==> src/rtl/phase_seq_decoder_if.sv <==
// Phase-bus monitor signal bundle: raw phase lines and control pulses in,
// decoded position, step and status flags out.
interface phase_seq_decoder_if #(
    parameter int POS_WIDTH = 16
);
    logic [3:0]           PhaseIn;
    logic                 PhaseEn;
    logic                 ClrPos;
    logic                 ClrErr;
    logic [POS_WIDTH-1:0] Position;
    logic                 StepPulse;
    logic                 StepDir;
    logic                 HalfMode;
    logic                 Locked;
    logic                 Idle;
    logic                 ErrIllegal;
    logic                 ErrSkip;

    modport master (
        output PhaseIn, PhaseEn, ClrPos, ClrErr,
        input  Position, StepPulse, StepDir, HalfMode, Locked, Idle, ErrIllegal, ErrSkip
    );

    modport slave (
        input  PhaseIn, PhaseEn, ClrPos, ClrErr,
        output Position, StepPulse, StepDir, HalfMode, Locked, Idle, ErrIllegal, ErrSkip
    );
endinterface

==> src/rtl/phase_seq_decoder.sv <==
// Stepper phase-bus monitor: synchronises and glitch-filters the 4 phase lines,
// decodes the 8-code half-step sequence and tracks a signed half-step position.
module phase_seq_decoder #(
    parameter int POS_WIDTH     = 16,
    parameter int SYNC_STAGES   = 2,
    parameter int STABLE_CYCLES = 4
) (
    input  logic               Clk,
    input  logic               nReset,
    phase_seq_decoder_if.slave bus
);

    localparam int                   CNT_W   = $clog2(STABLE_CYCLES + 1);
    localparam logic [CNT_W-1:0]     CNT_MAX = CNT_W'(STABLE_CYCLES);
    localparam logic [CNT_W-1:0]     CNT_ONE = CNT_W'(1);
    localparam logic [POS_WIDTH-1:0] POS_ONE = POS_WIDTH'(1);
    localparam logic [POS_WIDTH-1:0] POS_TWO = POS_WIDTH'(2);

    typedef enum logic [1:0] {
        ST_IDLE    = 2'd0,
        ST_ACQUIRE = 2'd1,
        ST_TRACK   = 2'd2
    } state_t;

    // Synchroniser: {PhaseEn, PhaseIn} shifted through SYNC_STAGES flops
    logic [SYNC_STAGES-1:0][4:0] sync_q;
    logic [SYNC_STAGES-1:0][4:0] sync_d;
    logic                        sync_en;
    logic [3:0]                  sync_code;

    always_comb begin
        sync_d = {sync_q[SYNC_STAGES-2:0], {bus.PhaseEn, bus.PhaseIn}};
    end

    always_ff @(posedge Clk) begin
        if (!nReset) begin
            sync_q <= '0;
        end else begin
            sync_q <= sync_d;
        end
    end

    assign sync_en   = sync_q[SYNC_STAGES-1][4];
    assign sync_code = sync_q[SYNC_STAGES-1][3:0];

    // Glitch filter
    logic [3:0]       cand_q, cand_d;
    logic [CNT_W-1:0] cnt_q, cnt_d;
    logic [3:0]       acc_code_q, acc_code_d;
    logic             acc_valid_q, acc_valid_d;
    logic             acc_stb_q, acc_stb_d;
    logic             same_code;
    logic             run_hit;

    always_comb begin
        cand_d      = cand_q;
        cnt_d       = cnt_q;
        acc_code_d  = acc_code_q;
        acc_valid_d = acc_valid_q;
        acc_stb_d   = 1'b0;
        same_code   = (cnt_q != '0) && (sync_code == cand_q);
        run_hit     = 1'b0;

        if (!sync_en) begin
            cand_d      = '0;
            cnt_d       = '0;
            acc_code_d  = '0;
            acc_valid_d = 1'b0;
        end else begin
            if (same_code) begin
                if (cnt_q != CNT_MAX) begin
                    cnt_d = cnt_q + CNT_ONE;
                end
            end else begin
                cand_d = sync_code;
                cnt_d  = CNT_ONE;
            end

            // A run fires once, on the cycle it first reaches full length;
            // a return to the already-accepted code is not a new event.
            run_hit = (cnt_d == CNT_MAX) && !(same_code && (cnt_q == CNT_MAX));
            if (run_hit && (!acc_valid_q || (cand_d != acc_code_q))) begin
                acc_stb_d   = 1'b1;
                acc_code_d  = cand_d;
                acc_valid_d = 1'b1;
            end
        end
    end

    always_ff @(posedge Clk) begin
        if (!nReset) begin
            cand_q      <= '0;
            cnt_q       <= '0;
            acc_code_q  <= '0;
            acc_valid_q <= 1'b0;
            acc_stb_q   <= 1'b0;
        end else begin
            cand_q      <= cand_d;
            cnt_q       <= cnt_d;
            acc_code_q  <= acc_code_d;
            acc_valid_q <= acc_valid_d;
            acc_stb_q   <= acc_stb_d;
        end
    end

    // Sequence table lookup of the accepted code
    logic       dec_legal;
    logic [2:0] dec_idx;

    always_comb begin
        dec_legal = 1'b1;
        dec_idx   = 3'd0;
        case (acc_code_q)
            4'b0110: dec_idx = 3'd0;
            4'b0010: dec_idx = 3'd1;
            4'b1010: dec_idx = 3'd2;
            4'b1000: dec_idx = 3'd3;
            4'b1001: dec_idx = 3'd4;
            4'b0001: dec_idx = 3'd5;
            4'b0101: dec_idx = 3'd6;
            4'b0100: dec_idx = 3'd7;
            default: dec_legal = 1'b0;
        endcase
    end

    // Tracking state machine
    state_t               state_q, state_d;
    logic [2:0]           ref_q, ref_d;
    logic [POS_WIDTH-1:0] pos_q, pos_d;
    logic                 pulse_q, pulse_d;
    logic                 dir_q, dir_d;
    logic                 half_q, half_d;
    logic                 ill_q, ill_d;
    logic                 skip_q, skip_d;
    logic                 ill_set;
    logic                 skip_set;
    logic [2:0]           step_delta;

    always_comb begin
        state_d    = state_q;
        ref_d      = ref_q;
        pos_d      = pos_q;
        pulse_d    = 1'b0;
        dir_d      = dir_q;
        half_d     = half_q;
        ill_set    = 1'b0;
        skip_set   = 1'b0;
        step_delta = dec_idx - ref_q;

        if (!sync_en) begin
            state_d = ST_IDLE;
        end else begin
            case (state_q)
                ST_IDLE: begin
                    state_d = ST_ACQUIRE;
                end
                ST_ACQUIRE: begin
                    if (acc_stb_q) begin
                        if (dec_legal) begin
                            ref_d   = dec_idx;
                            state_d = ST_TRACK;
                        end else begin
                            ill_set = 1'b1;
                        end
                    end
                end
                ST_TRACK: begin
                    if (acc_stb_q) begin
                        if (!dec_legal) begin
                            ill_set = 1'b1;
                            state_d = ST_ACQUIRE;
                        end else begin
                            ref_d = dec_idx;
                            case (step_delta)
                                3'd1: begin
                                    pos_d   = pos_q + POS_ONE;
                                    pulse_d = 1'b1;
                                    dir_d   = 1'b1;
                                    half_d  = 1'b1;
                                end
                                3'd2: begin
                                    pos_d   = pos_q + POS_TWO;
                                    pulse_d = 1'b1;
                                    dir_d   = 1'b1;
                                    half_d  = 1'b0;
                                end
                                3'd7: begin
                                    pos_d   = pos_q - POS_ONE;
                                    pulse_d = 1'b1;
                                    dir_d   = 1'b0;
                                    half_d  = 1'b1;
                                end
                                3'd6: begin
                                    pos_d   = pos_q - POS_TWO;
                                    pulse_d = 1'b1;
                                    dir_d   = 1'b0;
                                    half_d  = 1'b0;
                                end
                                3'd3, 3'd4, 3'd5: begin
                                    skip_set = 1'b1;
                                end
                                default: begin
                                end
                            endcase
                        end
                    end
                end
                default: begin
                    state_d = ST_IDLE;
                end
            endcase
        end

        // Clear beats a coincident step; a coincident error beats clear
        if (bus.ClrPos) begin
            pos_d = '0;
        end
        ill_d  = (ill_q  & ~bus.ClrErr) | ill_set;
        skip_d = (skip_q & ~bus.ClrErr) | skip_set;
    end

    always_ff @(posedge Clk) begin
        if (!nReset) begin
            state_q <= ST_IDLE;
            ref_q   <= '0;
            pos_q   <= '0;
            pulse_q <= 1'b0;
            dir_q   <= 1'b0;
            half_q  <= 1'b0;
            ill_q   <= 1'b0;
            skip_q  <= 1'b0;
        end else begin
            state_q <= state_d;
            ref_q   <= ref_d;
            pos_q   <= pos_d;
            pulse_q <= pulse_d;
            dir_q   <= dir_d;
            half_q  <= half_d;
            ill_q   <= ill_d;
            skip_q  <= skip_d;
        end
    end

    assign bus.Position   = pos_q;
    assign bus.StepPulse  = pulse_q;
    assign bus.StepDir    = dir_q;
    assign bus.HalfMode   = half_q;
    assign bus.Locked     = (state_q == ST_TRACK);
    assign bus.Idle       = (state_q == ST_IDLE);
    assign bus.ErrIllegal = ill_q;
    assign bus.ErrSkip    = skip_q;

endmodule

==> src/flat_wrapper.sv <==
// flat-port wrapper written by rule: the top's interface ports become plain ports
module phase_seq_decoder_flat 
#(
    parameter int POS_WIDTH     = 16,
    parameter int SYNC_STAGES   = 2,
    parameter int STABLE_CYCLES = 4
)
  (Clk, nReset, bus_PhaseIn, bus_PhaseEn, bus_ClrPos, bus_ClrErr, bus_Position, bus_StepPulse, bus_StepDir, bus_HalfMode, bus_Locked, bus_Idle, bus_ErrIllegal, bus_ErrSkip);
  phase_seq_decoder_if #(.POS_WIDTH(POS_WIDTH)) bus_i ();
  input  logic Clk;
  input  logic nReset;
  input wire logic [$bits(bus_i.PhaseIn)-1:0] bus_PhaseIn;
  input wire logic [$bits(bus_i.PhaseEn)-1:0] bus_PhaseEn;
  input wire logic [$bits(bus_i.ClrPos)-1:0] bus_ClrPos;
  input wire logic [$bits(bus_i.ClrErr)-1:0] bus_ClrErr;
  output wire logic [$bits(bus_i.Position)-1:0] bus_Position;
  output wire logic [$bits(bus_i.StepPulse)-1:0] bus_StepPulse;
  output wire logic [$bits(bus_i.StepDir)-1:0] bus_StepDir;
  output wire logic [$bits(bus_i.HalfMode)-1:0] bus_HalfMode;
  output wire logic [$bits(bus_i.Locked)-1:0] bus_Locked;
  output wire logic [$bits(bus_i.Idle)-1:0] bus_Idle;
  output wire logic [$bits(bus_i.ErrIllegal)-1:0] bus_ErrIllegal;
  output wire logic [$bits(bus_i.ErrSkip)-1:0] bus_ErrSkip;
  assign bus_i.PhaseIn = bus_PhaseIn;
  assign bus_i.PhaseEn = bus_PhaseEn;
  assign bus_i.ClrPos = bus_ClrPos;
  assign bus_i.ClrErr = bus_ClrErr;
  assign bus_Position = bus_i.Position;
  assign bus_StepPulse = bus_i.StepPulse;
  assign bus_StepDir = bus_i.StepDir;
  assign bus_HalfMode = bus_i.HalfMode;
  assign bus_Locked = bus_i.Locked;
  assign bus_Idle = bus_i.Idle;
  assign bus_ErrIllegal = bus_i.ErrIllegal;
  assign bus_ErrSkip = bus_i.ErrSkip;
  phase_seq_decoder #(.POS_WIDTH(POS_WIDTH), .SYNC_STAGES(SYNC_STAGES), .STABLE_CYCLES(STABLE_CYCLES)) u_core (.Clk(Clk), .nReset(nReset), .bus(bus_i));
endmodule
==> config.mk <==
export PLATFORM = sky130hd
export DESIGN_NAME = phase_seq_decoder_flat
export DESIGN_NICKNAME = d
export VERILOG_FILES = /design/src/rtl/phase_seq_decoder_if.sv /design/src/rtl/phase_seq_decoder.sv /design/src/flat_wrapper.sv
export SDC_FILE = /design/constraint.sdc
export NUM_CORES = 1
export LEC_CHECK = 0
export ABC_CLOCK_PERIOD_IN_PS = 6300
export BUFFER_PORTS_ARGS = -buffer_cell sky130_fd_sc_hd__buf_4
export CAP_MARGIN = 40
export CORE_MARGIN = 3
export CORE_UTILIZATION = 48
export DETAILED_ROUTE_END_ITERATION = 8
export PLACE_DENSITY_LB_ADDON = 0.12
export SLEW_MARGIN = 20
export SYNTH_ARGS = -nofsm -noshare
export SYNTH_HDL_FRONTEND = slang
export SYNTH_SLANG_ARGS = --single-unit
==> constraint.sdc <==
create_clock -name Clk -period 6.3 [get_ports Clk]
set_input_delay 0.945 -clock Clk [delete_from_list [all_inputs] [get_ports Clk]]
set_output_delay 0.945 -clock Clk [all_outputs]
set_load 0.02 [all_outputs]
==> results.txt, run 1 <==
The run finished with clean final reports. The internal power came out at 404 uW. The largest buffer count on any clock path came out at 2. The clock-pin slew on the worst setup and hold paths came out at roughly 0.10 ns. The synthesized area divided by synthesized cell count came out at a little over 8 um2.

The number of failing setup endpoints in the final timing report came out at 0. The number of DRC markers in iteration 0 is 203. Summed over all nets, the half-perimeter wirelength after detailed placement is 5760 um. The final routed wire length divided by cell count is approximately 15 um. The number of detailed-route iterations in the first pass came out at 4.

The worst setup path is captured at a flop. Entering global routing, the biggest net connects 25 pins. The count of max-cap constraint violations came out at 0. The worst path uses 78.0% of the clock period.

Measured in cells, the most critical reg-to-reg path has a length of 19. The first global-routing pass estimated approximately 14000 um of wire. The sequential share of the synthesized area is between 20% and 30%.

The power density over the cells is 140 nW/um2. The vias after detailed routing is 3173. The type of origin of the critical path is a flop.

The final weighted congestion in routability-driven placement came out at 0.869. In this run, synthesis inferred 0 flip-flops with an integrated enable. The number of pins exceeding their max-slew limit in the final report came out at 0. Between clock sinks in the finished design, the worst skew comes to 0.00559 ns.

The number of H-tree branching levels is 2. The die is around 91 um wide. The leading area contributor after synthesis is dfxtp_1. Of all nets on the critical path, the largest fanout is 21. The slew at the pin closest to its max-slew limit came out at between 0.7 and 0.8 ns. The number of nets in the synthesized netlist is 459.

The total negative setup slack came out at 0 ns. Net switching is 24.2% of the power. Ranked by instance count, the synthesized netlist is headed by 49 x dfxtp_1, 44 x nor2_1, 28 x nand2_1. After synthesis, the cell types taking the most area are dfxtp_1 28%, ha_1 7.3%, nor2_1 4.8%, xnor2_1 4.3%, a21oi_1 3.8%.

The worst-case headroom to the max-slew limit came out at 51.5%. The worst hold path cell count is 1. Summed over its instances, the top area cell type makes up 28.5% of the synthesized netlist area. At the worst endpoint, the required time is 6.54 ns. The endpoint arrival time on the critical path is approximately 5.2 ns.

The cell area after technology mapping is 3440 um2. The filler cells instantiated in the layout total between 600 and 700. The register share of total power is 59.3%. The worst hold margin came out at 0.436 ns. The most frequent cell after synthesis is dfxtp_1. After detailed routing, the total wire length is between 7000 and 8000 um. The combinational cell fraction of total power is 2.7%.

The number of synthesized register bits came out at 49. Of the cells placed in the final design, the portion with a size suffix greater than 1 is 12.3%. The clock net sink count came out at 49.

The critical path class is flop to flop. In the synthesized netlist the async set-or-reset flop fraction comes to 0%. The most instantiated flip-flop cell in the synthesis netlist is dfxtp_1. The peak ir drop on the vdd network is approximately 0.00012 V. After clock tree synthesis, the setup repair step added 0 buffers. The clock group share of total power came out at 38.0%. The combined area of the multi-input logic cells is roughly 2300 um2. Synthesis handed over a netlist of 428 instances. The remaining antenna violation count came out at 0. The via count of the first global-routing pass came out at slightly below 3000. The floorplan step set the die height to 90.7 um. The count of warnings emitted by yosys is 0.

The die covers around 8000 um2. In this run, distinct cell masters in the synthesized netlist total 63. The count of pins on the block boundary is 32.

The tightest min-delay check is of the flop to flop type. The smallest clock period supported by the final layout is computed as 4.91 ns. The clock tree from TritonCTS is built.

The leakage power figure is 1.54 nW. The final hold violation count came out at 0. For this run, design rule violations remaining after detail routing come to 0. In this run, post-CTS hold repair placed 0 buffers. CTS placed an instance of clkbuf_8 at the clock tree root. Port buffering added 31 buffers.

The signed area change from the synthesized netlist to the final layout is 10.5%. The quantity of gates resized following cts came out at 0. Summed over all nets, the switching power comes to 129 uW. In the final layout, flip-flops and latches occupy 981 um2. The area of the core came out at ~6900 um2. The number of diodes added for antenna fixing came out at 0. Summed over all layers, the global routing overflow is 0. After the last flow step, the layout net total stands at 476. The source-to-sink clock delay at the later pin of the worst-skew pair is 0.30 ns. The global routing usage summed across all routing layers came out at approximately a fifth.

The highest clock rate came out at approximately 200 MHz. The number of antenna violations at the first check in global routing came to 0. In this run the core area contains 30 standard-cell rows. The initial cell density of the core is 50.1%. The via count normalized by instance count is 5.85.

Buffers inserted during clock tree synthesis total 5. Setup repair after global routing left no endpoint under its margin.
==> area by class of cell <==
| type | instances | area share (%) |
|---|---|---|
| multi-input cells | 340 | 60.1 |
| repair buffers | 36 | 7.11 |
| inverters | 13 | 1.28 |
| clock buffers | 5 | 1.81 |
| well taps | 96 | 3.16 |
| flip-flops and latches | 49 | 25.8 |
| clock inverters | 3 | 0.757 |
==> sequential cells by signal, summed over array words and instances, names as in the netlist, 2 cells and up <==
signal               cells
u_core.acc_code_q        4
u_core.bus.Position     16
u_core.cand_q            4
u_core.cnt_q             3
u_core.ref_q             3
u_core.state_q           2
u_core.sync_code         4
u_core.sync_d            5
==> power groups by stage <==
| stage | sequential, mW | combinational, mW | clock, mW |
|---|---|---|---|
| floorplan | 0.322 | 0.00841 | 0 |
| global placement | 0.323 | 0.0146 | 0 |
| detailed placement | 0.323 | 0.0148 | 0 |
| CTS | 0.316 | 0.0148 | 0.208 |
| global route | 0.316 | 0.0167 | 0.219 |
| finish | 0.316 | 0.0146 | 0.202 |
==> layer usage <==
layer | wire length [um] | track usage, % | vias to the layer above
li1 | - | - | 1617
met1 | 4030 | 27.3 | 1485
met2 | 3410 | 31.0 | 65
met3 | 357 | 3.92 | 6
met4 | 61 | 4.34 | 0
met5 | 0 | 0 | -
==> path summary, 6_finish.rpt <==
check | from | to | slack, ns
worst max-delay path | u_core.acc_code_q[2] | u_core.bus.Position[15] | 1.39
worst min-delay path | u_core.sync_d[8] | u_core.sync_code[3] | 0.44
worst max register to register | u_core.acc_code_q[2] | u_core.bus.Position[15] | 1.39
worst min register to register | u_core.sync_d[8] | u_core.sync_code[3] | 0.44
==> cell usage in the layout (no fill, tap or decap), drive strengths merged, types with 3 or more instances in the layout <==
cell and count:
dfxtp 49, nor2 44, buf 36, nand2 28, a21oi 26, o21ai 21
ha 20, xnor2 17, nor3 17, and2 16, inv 15, nand3 13
xor2 12, a211oi 11, mux2i 10, and3 8, a21o 7, nor4 7
a31oi 7, or2 7, or4 6, a22oi 5, nand4 5, clkbuf 5
o41ai 4, o22ai 4, o31ai 4, a41oi 3, and4 3, o31a 3
a2111oi 3
==> cell families (layout without fill, tap and decap cells) <==
group / after synthesis / in the layout / synth area share [%]
AOI/OAI and AO/OA: 116 / 116 / 23.5
DFF: 49 / 49 / 28.5
adders and majority gates: 22 / 22 / 8.43
buffers and inverters: 39 / 57 / 5.09
xor gates and xnor gates: 29 / 29 / 7.38
muxes: 10 / 10 / 2.91
and+or+nand+nor: 163 / 163 / 24.2
==> critical path, stage by stage, from the launching register on <==
cell      delay, ns
dfxtp_1        0.54
xor2_1         0.17
o21ai_0        0.08
nor2_1         0.10
a21oi_1        0.06
ha_1           0.21
fa_1           0.68
inv_1          0.13
nand2_1        0.52
nor2_1         0.11
buf_4          0.23
fa_1           0.43
a211oi_1       0.34
o21a_1         0.20
o31ai_1        0.10
o41a_1         0.37
a31oi_1        0.23
xnor2_1        0.14
nand2_1        0.07
a21oi_1        0.13
==> metrics by stage <==
stage / power, mW / cells / setup slack (ns) / util, % / instance area, um2
after detailed placement: 0.338 / 534 / 1.41 / 54.0 / 3710
after floorplan: 0.330 / 428 / 1.81 / - / 3440
final: 0.532 / 542 / 1.39 / 55.4 / 3800
after global placement: 0.337 / 534 / 1.57 / 54.0 / 3710
after CTS: 0.539 / 542 / 1.36 / 55.4 / 3800
after global routing: 0.552 / 542 / 0.904 / 55.4 / 3800
No activity file was read; power rests on OpenSTA's default activity.
==> run 2: changes to the inputs <==
ABC_CLOCK_PERIOD_IN_PS = 4800   (was 6300)
clock period = 4.8 ns   (was 6.3 ns; I/O delays follow)
==> results.txt, run 2 (synthesized netlist as in run 1, its figures left out) <==
The worst-case headroom to the max-slew limit is 52.0% (+0.54 points). The post-layout minimum cycle time is 4.51 ns (-0.402 ns). The worst-case setup slack after placement came out at -0.0222 ns (-1.43 ns). The number of placement rows is 30 (unchanged). The global routing usage summed across all routing layers came out at 19.1% (-0.41 points). The startpoint identified for the worst register-to-register timing path is u_core.acc_code_q[3].

The source-to-sink clock delay at the later pin of the worst-skew pair came out at 0.30 ns (about the same). The number of H-tree branching levels came out at 2 (unchanged). The vias after detailed routing is 3181 (+0.25%).

The endpoint arrival time on the critical path came out at 4.74 ns (-0.42 ns). The number of DRC markers in iteration 0 was 243 (+20%). The number of I/O port buffers came to 31 (unchanged). The via count of the first global-routing pass came out at 2855 (-3.5%). The peak ir drop on the vdd network came out at 0.000152 V (+29%).

The final weighted congestion in routability-driven placement is 0.832 (-4.3%). The worst hold margin came out at 0.439 ns (+0.00334 ns). The final worst clock skew is 0.00908 ns (+0.00349 ns). The total detailed-routing wirelength came to 8030 um (+2.1%).

The share of layout cells above drive strength 1 is 15.6% (+3.3 points). The register-to-register path setup slack came out at 0.29 ns (-1.10 ns). The clock-pin slew on the worst setup and hold paths came to 0.09 ns (about the same). From synthesis to final layout, the design area changed by 13.6%.

The worst hold path cell count came out at 1 (unchanged). The count of max-cap constraint violations is 0 (unchanged). The area of the core is 6870 um2 (unchanged).

The count of pins on the block boundary is 32 (unchanged). The worst setup path is captured at a flop. The flow ran to the end, and the final reports show no timing, DRC or antenna violations. The number of antenna violations at the first check in global routing is 0 (unchanged). The final hold violation count came to 0 (unchanged). The number of buffers inserted during clock tree synthesis is 5 (unchanged).

The number of design rule violations left after detail routing came out at 0 (unchanged). The largest buffer count on any clock path was 2 (unchanged). The endpoint identified for the worst register-to-register timing path is u_core.bus.Position[15]. The worst setup path is of the flop to flop kind. Setup repair after global routing left no endpoint under its margin.

TritonCTS built the clock tree. The power density over the cells is 188 nW/um2 (+34%). The most common library cell in the layout ignoring fill and taps is dfxtp_1. The data required time of the worst path is 5.03 ns (-1.51 ns).

The first-pass GRT wire length came to 13400 um (-1.5%). The critical-path maximum fanout came out at 11 (-48%). The global route total overflow was 0 (unchanged). The net total in the final layout is 484 (+1.7%). The number of diodes added for antenna fixing came to 0 (unchanged).

The sum of net half-perimeters after detailed placement is 5810 um (+0.92%). The height of the die came out at 90.7 um (unchanged). The share of the clock period used by the worst path after layout is 94.0% (+16 points). The post-layout worst setup margin is 0.287 ns (-1.10 ns).

The highest clock rate is 222 MHz (+8.9%). The initial cell density of the core came out at 50.1% (unchanged). The clock net sink count is 49 (unchanged). The number of pins exceeding their max-slew limit in the final report came out at 0 (unchanged). The final routed wire length divided by cell count came out at 14.6 um (+0.64%). The depth of the most critical reg-to-reg path came out at 20 (+1). The number of detailed-route iterations in the first pass came to 4 (unchanged).

The root buffer cell chosen for the clock tree is clkbuf_8. The share of the core filled with cells in the final layout was 56.9% (+1.6 points). In this run the most critical hold path is launched from u_core.sync_d[8]. The top cell types in the final layout, fill and taps aside, are 46 x dfxtp_1, 44 x buf_4, 43 x nor2_1, 28 x nand2_1, 25 x a21oi_1. The number of flip-flops in the largest register came out at 16 (unchanged). STA classifies the critical path startpoint as a flop.

The leakage power figure is 1.59 nW (+3.2%). The via count normalized by instance count came out at 5.78 (-1.2%). The maximum number of pins on one net before global-route repair is 25 (unchanged). The die area came to 8220 um2 (unchanged).

The x dimension of the die was 90.7 um (unchanged). The classification of the worst-slack hold path is flop to flop. The cts-stage hold buffer count is 0 (unchanged). The number of failing setup endpoints in the final timing report came out at 0 (unchanged). The end point of the worst hold path is u_core.sync_code[3]. The remaining antenna violation count is 0 (unchanged). The slew at the pin closest to its max-slew limit came to 0.718 ns (-0.00813 ns).
-- run 2: metrics by stage --
| step | area [um2] | total power, mW | cells | setup TNS (ns) |
|---|---|---|---|---|
| 2_1_floorplan | 3440 | 0.434 | 428 | 0 |
| 3_3_place_gp | 3740 | 0.443 | 538 | 0 |
| 3_5_place_dp | 3740 | 0.443 | 538 | -0.0267 |
| 4_1_cts | 3850 | 0.745 | 546 | 0 |
| 5_1_grt | 3910 | 0.761 | 550 | 0 |
| 6_report | 3910 | 0.735 | 550 | 0 |
-- run 2: per-layer routing --
| metal | track usage (%) | vias to the layer above | routed length [um] |
|---|---|---|---|
| met5 | 0 | - | 0 |
| met4 | 3.06 | 0 | 43 |
| met3 | 2.92 | 4 | 408 |
| met2 | 30.1 | 77 | 3570 |
| met1 | 27.9 | 1483 | 4010 |
| li1 | - | 1617 | - |
-- run 2: critical path, cell delays in order, from the launching register on --
cell and delay, ns:
dfxtp_2 0.44, xor2_1 0.15, o21ai_0 0.08, nor2_1 0.10, a21oi_1 0.07, ha_1 0.21, fa_1 0.43, xnor2_2 0.30
a21oi_2 0.07, nor2_1 0.24, nor2_4 0.12, buf_4 0.15, fa_1 0.42, a211oi_1 0.34, o21a_1 0.20, o31ai_1 0.12
o41a_1 0.38, a31oi_1 0.25, xnor2_1 0.14, nand2_1 0.07, a21oi_1 0.15
-- run 2: worst max-delay path by stage --
stage                         startpoint                      end  slack [ns]  cells after the start
floorplan           u_core.acc_code_q[2]  u_core.bus.Position[14]        0.31                     20
global placement    u_core.acc_code_q[3]  u_core.bus.Position[15]        0.15                     19
detailed placement  u_core.acc_code_q[3]  u_core.bus.Position[15]       -0.02                     19
CTS                 u_core.acc_code_q[3]  u_core.bus.Position[15]        0.16                     19
global route        u_core.acc_code_q[3]  u_core.bus.Position[14]        0.02                     19
finish              u_core.acc_code_q[3]  u_core.bus.Position[15]        0.29                     20
-- run 2: area by class of cell --
| type | instances | area [um2] |
|---|---|---|
| fill | 662 | 2960 |
| multi-input combinational | 340 | 2310 |
| sequential | 49 | 985 |
| timing repair buffer | 44 | 330 |
| tap | 96 | 120 |
| clock buffer | 5 | 68.8 |
| inverter | 13 | 48.8 |
| clock inverter | 3 | 43.8 |
-- run 2: power breakdown --
part | total (mW) | internal, mW | switching (mW) | leakage (nW)
Combinational | 0.0191 | 0.00971 | 0.00942 | 1.13
Sequential | 0.414 | 0.411 | 0.00345 | 0.398
Clock | 0.301 | 0.156 | 0.145 | 0.0585
Total | 0.735 | 0.577 | 0.158 | 1.59
-- run 2: timing repair --
item / in CTS / in global routing
gates resized for setup: 1 / 8
setup buffers: 0 / 4
pin swaps: 0 / 2
setup endpoints to repair: 2 / 5
